$ cat src/rtl/axi4_lite_slave_regs.sv
// axi4_lite_slave_regs: AXI4-Lite slave endpoint with a bank of REG_NUM
// software-visible 32-bit registers. The write channels are buffered
// independently, and byte strobes are applied when a write commits.
// Every register is exported in parallel on reg_out.
// Optional feature macro: AXI_REGS_SLVERR_EN. When it is defined, an access
// with addr[1:0] != 0 is answered with SLVERR and has no effect on the registers.
module axi4_lite_slave_regs #(
  parameter int ADDR_WIDTH = 32,
  parameter int DATA_WIDTH = 32,
  parameter int REG_NUM    = 8
) (
  input  logic                          clk,
  input  logic                          rst_n,
  input  logic [ADDR_WIDTH-1:0]         s_awaddr,
  input  logic                          s_awvalid,
  output logic                          s_awready,
  input  logic [DATA_WIDTH-1:0]         s_wdata,
  input  logic [DATA_WIDTH/8-1:0]       s_wstrb,
  input  logic                          s_wvalid,
  output logic                          s_wready,
  output logic [1:0]                    s_bresp,
  output logic                          s_bvalid,
  input  logic                          s_bready,
  input  logic [ADDR_WIDTH-1:0]         s_araddr,
  input  logic                          s_arvalid,
  output logic                          s_arready,
  output logic [DATA_WIDTH-1:0]         s_rdata,
  output logic [1:0]                    s_rresp,
  output logic                          s_rvalid,
  input  logic                          s_rready,
  output logic [REG_NUM*DATA_WIDTH-1:0] reg_out
);

  localparam int IDX_W  = $clog2(REG_NUM);
  localparam int STRB_W = DATA_WIDTH / 8;

  logic [DATA_WIDTH-1:0] regs_q [REG_NUM];
  logic [DATA_WIDTH-1:0] regs_d [REG_NUM];

  logic                  awFull_q;
  logic [IDX_W-1:0]      awIdx_q;
  logic                  wFull_q;
  logic [DATA_WIDTH-1:0] wData_q;
  logic [STRB_W-1:0]     wStrb_q;
  logic                  bValid_q;
  logic                  rValid_q;
  logic [DATA_WIDTH-1:0] rData_q;

  logic                  awHs;
  logic                  wHs;
  logic                  arHs;
  logic                  commit;
  logic                  writeEnable;
  logic [IDX_W-1:0]      awIdxIn;
  logic [IDX_W-1:0]      arIdxIn;
  logic [IDX_W-1:0]      commitIdx;
  logic [DATA_WIDTH-1:0] commitData;
  logic [STRB_W-1:0]     commitStrb;

  // The ready outputs depend only on the buffer and response state, so
  // they never combinationally follow the valid inputs.
  assign s_awready = !awFull_q && !bValid_q;
  assign s_wready  = !wFull_q && !bValid_q;
  assign s_arready = !rValid_q;

  assign awHs = s_awvalid && s_awready;
  assign wHs  = s_wvalid && s_wready;
  assign arHs = s_arvalid && s_arready;

  // Addresses alias across the decoded window because only the index
  // bits select a register.
  assign awIdxIn = s_awaddr[IDX_W+1:2];
  assign arIdxIn = s_araddr[IDX_W+1:2];

  // A write commits as soon as address and data are both available. Each
  // of them can come from its buffer or from a handshake in this cycle.
  assign commit     = (awFull_q || awHs) && (wFull_q || wHs);
  assign commitIdx  = awFull_q ? awIdx_q : awIdxIn;
  assign commitData = wFull_q ? wData_q : s_wdata;
  assign commitStrb = wFull_q ? wStrb_q : s_wstrb;

`ifdef AXI_REGS_SLVERR_EN
  logic       awErr_q;
  logic       awErrIn;
  logic       arErrIn;
  logic       commitErr;
  logic [1:0] bResp_q;
  logic [1:0] rResp_q;
  logic       unusedAddr;

  assign awErrIn     = (s_awaddr[1:0] != 2'b00);
  assign arErrIn     = (s_araddr[1:0] != 2'b00);
  assign commitErr   = awFull_q ? awErr_q : awErrIn;
  assign writeEnable = commit && !commitErr;
  assign s_bresp     = bResp_q;
  assign s_rresp     = rResp_q;
  assign unusedAddr  = ^{s_awaddr[ADDR_WIDTH-1:IDX_W+2], s_araddr[ADDR_WIDTH-1:IDX_W+2]};

  // The misalignment flag of a buffered address travels with that address.
  always_ff @(posedge clk or negedge rst_n) begin
    if (!rst_n) begin
      awErr_q <= 1'b0;
    end else if (awHs && !commit) begin
      awErr_q <= awErrIn;
    end
  end

  // The write response code is captured at commit and held until the B handshake.
  always_ff @(posedge clk or negedge rst_n) begin
    if (!rst_n) begin
      bResp_q <= 2'b00;
    end else if (commit) begin
      bResp_q <= commitErr ? 2'b10 : 2'b00;
    end
  end

  // The read response code is captured on the AR handshake, together with the data.
  always_ff @(posedge clk or negedge rst_n) begin
    if (!rst_n) begin
      rResp_q <= 2'b00;
    end else if (arHs) begin
      rResp_q <= arErrIn ? 2'b10 : 2'b00;
    end
  end
`else
  logic unusedAddr;

  assign writeEnable = commit;
  assign s_bresp     = 2'b00;
  assign s_rresp     = 2'b00;
  assign unusedAddr  = ^{s_awaddr[ADDR_WIDTH-1:IDX_W+2], s_awaddr[1:0],
                         s_araddr[ADDR_WIDTH-1:IDX_W+2], s_araddr[1:0]};
`endif

  // The AW buffer holds an address that arrived before its data. It is
  // emptied by the commit that consumes the address.
  always_ff @(posedge clk or negedge rst_n) begin
    if (!rst_n) begin
      awFull_q <= 1'b0;
      awIdx_q  <= '0;
    end else if (commit) begin
      awFull_q <= 1'b0;
    end else if (awHs) begin
      awFull_q <= 1'b1;
      awIdx_q  <= awIdxIn;
    end
  end

  // The W buffer holds data and strobes that arrived before their address.
  always_ff @(posedge clk or negedge rst_n) begin
    if (!rst_n) begin
      wFull_q <= 1'b0;
      wData_q <= '0;
      wStrb_q <= '0;
    end else if (commit) begin
      wFull_q <= 1'b0;
    end else if (wHs) begin
      wFull_q <= 1'b1;
      wData_q <= s_wdata;
      wStrb_q <= s_wstrb;
    end
  end

  // Strobe merge: enabled bytes take the new data and all other bytes keep their value.
  always_comb begin
    regs_d = regs_q;
    if (writeEnable) begin
      for (int b = 0; b < STRB_W; b++) begin
        if (commitStrb[b]) begin
          regs_d[commitIdx][8*b +: 8] = commitData[8*b +: 8];
        end
      end
    end
  end

  // The register bank is cleared by reset and otherwise follows the merged next state.
  always_ff @(posedge clk or negedge rst_n) begin
    if (!rst_n) begin
      for (int i = 0; i < REG_NUM; i++) begin
        regs_q[i] <= '0;
      end
    end else begin
      regs_q <= regs_d;
    end
  end

  // B valid rises at commit and stays high until the master accepts the response.
  always_ff @(posedge clk or negedge rst_n) begin
    if (!rst_n) begin
      bValid_q <= 1'b0;
    end else if (commit) begin
      bValid_q <= 1'b1;
    end else if (bValid_q && s_bready) begin
      bValid_q <= 1'b0;
    end
  end

  // Read data is taken from the current register state. A write that
  // commits on the same edge is therefore not visible in this read.
  always_ff @(posedge clk or negedge rst_n) begin
    if (!rst_n) begin
      rValid_q <= 1'b0;
      rData_q  <= '0;
    end else if (arHs) begin
      rValid_q <= 1'b1;
`ifdef AXI_REGS_SLVERR_EN
      rData_q  <= arErrIn ? '0 : regs_q[arIdxIn];
`else
      rData_q  <= regs_q[arIdxIn];
`endif
    end else if (rValid_q && s_rready) begin
      rValid_q <= 1'b0;
    end
  end

  assign s_bvalid = bValid_q;
  assign s_rvalid = rValid_q;
  assign s_rdata  = rData_q;

  for (genvar i = 0; i < REG_NUM; i++) begin : g_regOut
    assign reg_out[DATA_WIDTH*i +: DATA_WIDTH] = regs_q[i];
  end

endmodule

$ cat config.mk
export PLATFORM = sky130hd
export DESIGN_NAME = axi4_lite_slave_regs
export DESIGN_NICKNAME = d
export VERILOG_FILES = /design/src/rtl/axi4_lite_slave_regs.sv
export SDC_FILE = /design/constraint.sdc
export NUM_CORES = 1
export LEC_CHECK = 0
export ABC_AREA = 0
export CAP_MARGIN = 30
export CORE_AREA = 4 4 181 183
export CTS_CLUSTER_DIAMETER = 150
export DETAILED_ROUTE_END_ITERATION = 12
export DIE_AREA = 0 0 185 187
export PLACE_DENSITY = 0.8
export SLEW_MARGIN = 30
export SYNTH_ARGS = -nofsm -noshare
export SYNTH_HDL_FRONTEND = slang
export SYNTH_SLANG_ARGS = --single-unit
$ cat constraint.sdc
create_clock -name clk -period 2.5 [get_ports clk]
set_input_delay 0.625 -clock clk [delete_from_list [all_inputs] [get_ports clk]]
set_output_delay 0.625 -clock clk [all_outputs]
set_load 0.05 [all_outputs]
Yosys cells after proc, flatten, opt, wreduce, memory -nomap -nowiden
Index checks and enable logic that the tools add are counted.

cells by class
  add/sub/neg operators = 0
  $mul = 0
  div/mod/pow operators = 0
  $lt $le $gt $ge = 3
  eq/ne operators = 0
  shift operators = 0
  muxes and demuxes = 33
  bitwise gates (word level) = 3
  reduce and logical (&&, ||, !) cells = 21

operators by type and width
  cell                  number
  $mux W256             7
  $bwmux W256           4
  $demux W32 S3         4
  $mux W32              4
  $bmux W32 S3          1
  $mux W24              1
  $mux W16              1
  $logic_and A1 B1 Y1   9
  $ge A4 B4 Y1 const B  2
  $mux W1               8
  $mux W8               1
  $not A3 Y4            2
  $reduce_bool A2 Y1    4
  $logic_not A1 Y1      4
  $lt A4 B1 Y1 const B  1
  $mux W4               1
  $reduce_and A2 Y1     2
  $mux W3               1
  $logic_or A1 B1 Y1    2
  $not A1 Y1            1

storage, ports and cells
  register bits = 331
  bits in latches = 0
  memory bits (writable) = 0
  bits in read-only memories = 0
  output and inout port bits = 297
  word-level logic and storage cells = 76
  memories = 0

Longest topological paths before layout
  depth in word-level cells = 17
  mapped depth = 7
  depth with buffers taken out = 4

Worst setup path before layout
OpenSTA, ideal clock, no wires.

  path type = register to register
  start point = reg bValid_q (netlist: s_bvalid)
  end point = reg regs_q (netlist bit reg_out[160])
  library setup time = 0.125 ns
  arrival = 2.144 ns
  data required time = 2.375 ns
  path slack = 0.231 ns
  cell stages (with the launch flop) = 6
  buffers on the path = 1
  cells stage by stage = dfrtp_1 nand2b_1 a221o_1 buf_6 nor3_4 mux2_2

on the way
  word-level cells in the longest chain between the ends = 5

ends and longest elaborated chain
  item                                           RTL line  source
  from (decl)                                    45        logic bValid_q;
  from (signal assigned)                         190       bValid_q <= 1'b0;
  from (signal assigned)                         192       bValid_q <= 1'b1;
  from (signal assigned)                         194       bValid_q <= 1'b0;
  $logic_not A1 Y1 (*)                           62, 63
  $logic_and A1 B1 Y1, on equally long branches  62, 63
  $logic_and A1 B1 Y1, on equally long branches  66, 67
  $logic_or A1 B1 Y1                             77        assign commit = (awFull_q || awHs) && (wFull_q || wHs);
  $logic_and A1 B1 Y1 (*)                        77
  to (signal assigned)                           183       regs_q <= regs_d;
  to (decl)                                      37        logic [DATA_WIDTH-1:0] regs_q [REG_NUM];

Mark *: on every way between the ends. The rest lies on a longest branch, timed or not.
A chain may end at the register's enable or synchronous reset.

Final worst setup path
  start point = reg awFull_q
  end point = reg regs_q (netlist bit reg_out[54])

on the way
  word-level cells in the longest chain between the ends = 14

ends and longest elaborated chain
  item                              RTL line  source
  from (decl)                       40        logic awFull_q;
  from (signal assigned)            139       awFull_q <= 1'b0;
  from (signal assigned)            142       awFull_q <= 1'b0;
  from (signal assigned)            144       awFull_q <= 1'b1;
  $mux W3                           78        assign commitIdx = awFull_q ? awIdx_q : awIdxIn;
  $not A3 Y4 (implied by the code)  170       regs_d[commitIdx][8*b +: 8] = commitData[8*b +: 8];
  $demux W32 S3                     170
  $bwmux W256                       170
  $mux W256                         169       if (commitStrb[b]) begin
  $mux W256                         167       if (writeEnable) begin
  $bwmux W256                       170
  $mux W256                         169
  $mux W256                         167
  $bwmux W256                       170
  $mux W256                         169
  $mux W256                         167
  $bwmux W256                       170
  $mux W256                         169

Parallel ways exist; a longest one is shown, timed or not. The select of a mux whose other input is x is not followed.

==> key figures <==
Floorplanning
  • Die area: ~35,000 sq um
  • Horiz. Die Dim: 185 microns
  • Row count: 65
  • Starting Density: 48.4%
  • Die Y-Extent: ~190 microns
  • Boundary Pins: 404
  • CORE AREA: 31,200 sq um

Clocking
  • Post-CTS Setup Bufs: 0
  • Clock Path Buffers: 3
  • # clock sinks: about 330
  • Clock Pin Slew Worst Setup and Hold Paths: 0.06 ns
  • Clk_lat worst skew: 0.52 ns
  • Hold buffer count at CTS: 0
  • # resized after CTS: 2
  • Total CTS buffers: 35
  • CTS root buffer: clkbuf_16
  • CTS tree: yes
  • Number of H-tree levels: 2

Logic synthesis
  • Post-synth top area share: a little over half
  • Synth Instances: 1,079
  • Synthesized area: 15,100 sq um
  • Top post-synthesis cells by area: dfrtp_1 55%, mux2_2 24%, mux2i_1 8.5%, a22oi_1 3.2%, nor3_4 1.9%
  • #FFs+latches synth: 331
  • Unique cell type count in the Yosys netlist: 37
  • Area leader, netlist: dfrtp_1
  • Syn_area_per_cell: 14.0 sq um
  • Seq/Total Area, Yosys: 54.8%
  • YS warnings: 0

Global route
  • Congestion Overflow GR: 0
  • First-pass GRT wire length: 69.5 mm
  • GRT Total Usage: between 20% and 30%
  • Initial antenna violation count: 5
  • Largest net degree at the start of global routing: 75
  • Vias in the first global route: 11,702

Setup path
  • Internal reg-to-reg setup slack: 0.05 ns
  • CP top delay family: simple AND/OR/NAND/NOR gates
  • Critical path class: reg2reg
  • Number of cells on the critical path: 5
  • Worst path max stage delay: 0.53 ns
  • Capturing point of the worst reg2reg path: reg_out[54]$_DFFE_PN0P_
  • Arr. time, crit path: around 2.8 ns
  • Slowest CP cell: dfrtp_1
  • CP Max Fanout: 9
  • Data required, critical path: approximately 2.9 ns
  • CP bufs+invs: 1
  • R2R Path Start: awFull_q$_DFFE_PN0P_
  • R2R depth: 5
  • Worst Setup End Kind: register
  • Critical Path, Cell by Cell: or3b_2 > a222oi_1 > buf_4 > nand2_2 > mux2_2
  • CP Launch Type: register

Final layout
  • Core Util, Final: 67.6%
  • Fin nets: 1,605
  • Fraction of layout cells with a size suffix above 1: 34.3%
  • Multi-input logic area: 6630 sq um
  • Area grow syn2layout: 39.6%
  • Non-Filler Instances: 1,926
  • FF+latch area: 8280 sq um
  • Fillers: approximately 2,300

Detailed routing
  • Router iterations before antenna repair: 5
  • Post-DR vias/cell: 5.68
  • Via Count: 10,941
  • Drt total wl: 44.9 mm
  • ANT nets after route: 0
  • DRT iter0 DRCs: between 500 and 600
  • Remaining routing DRC violations: 0
  • Wire per inst: 23.3 microns

Job
  • Max-Cap Viols: 0

Outcome
  • Outcome: completed

Placed design
  • Placer Congestion: 0.839
  • # placed instances: approximately 1,900
  • Hpwl dp: 31.3 mm
  • I/O Buffers: 341

STA
  • Max Clk Rate: between 400 and 500 MHz
  • Worst slew margin: between 60 and 70%
  • Slew of the pin with the lowest slew margin: 0.587 ns
  • Final Critical Period: 2.45 ns
  • Final setup fails: 0
  • Worst-case clock skew: about 0.024 ns
  • Max-slew violations: 0
  • RSZ-0062 raised after global routing: no
  • Tcrit/Tclk final: 97.9%
  • Final Hold Viols: 0

Worst hold path
  • Hold Path Class: in2async

Power
  • Worst IR Drop VDD: 0.00116 V
  • Static Leak: 9.51 nW
  • PwrDens: 1530 nW/um^2
-- cell type report --
type	instances	share of cell area [%]
Antenna cell	3	0.0356
Clock buffer	49	4.68
Clock inverter	11	0.622
Inverter	5	0.0889
Multi-Input combinational cell	692	31.4
Sequential cell	331	39.2
Tap cell	402	2.38
Timing Repair Buffer	433	21.6
-- worst max path at each step --
stage               slack [ns]                  endpoint                startpoint
global placement         -0.29    reg_out[5]$_DFFE_PN0P_               s_awaddr[3]
global route              0.01   reg_out[61]$_DFFE_PN0P_      awFull_q$_DFFE_PN0P_
floorplan                 0.23  reg_out[160]$_DFFE_PN0P_      s_bvalid$_DFFE_PN0P_
detailed placement       -0.32   reg_out[59]$_DFFE_PN0P_               s_awaddr[3]
finish                    0.05   reg_out[54]$_DFFE_PN0P_      awFull_q$_DFFE_PN0P_
CTS                       0.08              reg_out[228]  reg_out[228]$_DFFE_PN0P_
-- state kept, by name, summed over array words and instances, names as in the netlist --
register,count
wStrb_q,4
wData_q,32
s_bvalid,1
s_rvalid,1
awFull_q,1
reg_out,256
awIdx_q,3
s_rdata,32
wFull_q,1
-- cells in the mapped netlist --
library cell and n:
nand3b_1 2, conb_1 1, a31oi_2 2, nor2b_1 5
buf_1 12, and3b_1 1, mux2i_1 128, nand2_2 4
nand2b_1 2, mux2i_4 1, o32a_1 1, o22ai_1 1
buf_2 2, o221ai_2 1, dfrtp_1 331, buf_6 1
buf_4 8, or3_1 1, nor3_4 18, o21ai_0 3
a22oi_1 64, a211oi_1 2, nor3_2 6, inv_1 5
nand2_1 67, and2_1 1, nand3b_2 4, mux2_2 326
mux2i_2 4, clkbuf_1 31, and3_1 1, nand3_1 32
a222oi_1 1, nor2_1 7, a221o_1 1, nor3_1 1
or3b_2 1
-- through the flow --
step | setup WS, ns | power, mW | hold slack (ns) | area (sq um) | setup TNS (ns)
after floorplan | 0.231 | 20.7 | 0.329 | 15100 | 0
after global routing | 0.0103 | 33.7 | 0.0998 | 21100 | 0
after detailed placement | -0.323 | 27.3 | 0.464 | 20000 | -45.97
after CTS | 0.0771 | 32.5 | 0.0594 | 21100 | 0
after global placement | -0.286 | 26.9 | 0.461 | 20000 | -37.66
final | 0.0535 | 32.3 | 0.0729 | 21100 | 0
-- per-layer routing --
| layer | vias up | share of wire, % | routed length, microns | GRT usage [%] |
|---|---|---|---|---|
| met5 | - | 0.085 | 38 | 0 |
| met4 | 4 | 2.5 | 1100 | 7.20 |
| met3 | 82 | 6.8 | 3050 | 5.83 |
| met2 | 396 | 49 | 22200 | 42.3 |
| met1 | 5644 | 41 | 18600 | 34.3 |
| li1 | 4815 | - | - | - |
-- worst register-to-register path, cell delays in order, from the launching register on --
cell and delay [ns]:
dfrtp_1 0.53, or3b_2 0.48, a222oi_1 0.51, buf_4 0.25
nand2_2 0.20, mux2_2 0.35
-- cell families after synthesis --
kind of cell | after synthesis | synth area share [%]
DFF | 331 | 54.8
and+or+nand+nor | 153 | 6.35
buffers and inverters | 59 | 1.73
other | 1 | 0.0248
AOI/OAI and AO/OA | 76 | 3.88
muxes | 459 | 33.3
-- cells in the final DEF (no fill, tap or decap), drive strengths merged, types with 4 or more instances in the layout --
cell and count:
nor2 7, mux2 326, nand3 32, buf 96
conb 4, mux2i 133, dfrtp 331, nand3b 6
nor2b 5, nand2 71, a22oi 64, nor3 25
inv 9, clkbuf 49, clkdlybuf4s50 335
-- report_power, final --
| part | internal, mW | leakage, nW | switching [mW] | total, mW |
|---|---|---|---|---|
| sequential | 7.72 | 4.22 | 2.01 | 9.73 |
| clock | 2.98 | 0.539 | 2.12 | 5.10 |
| combinational | 6.52 | 4.75 | 11.0 | 17.5 |
No activity file was read; power rests on OpenSTA's default activity.
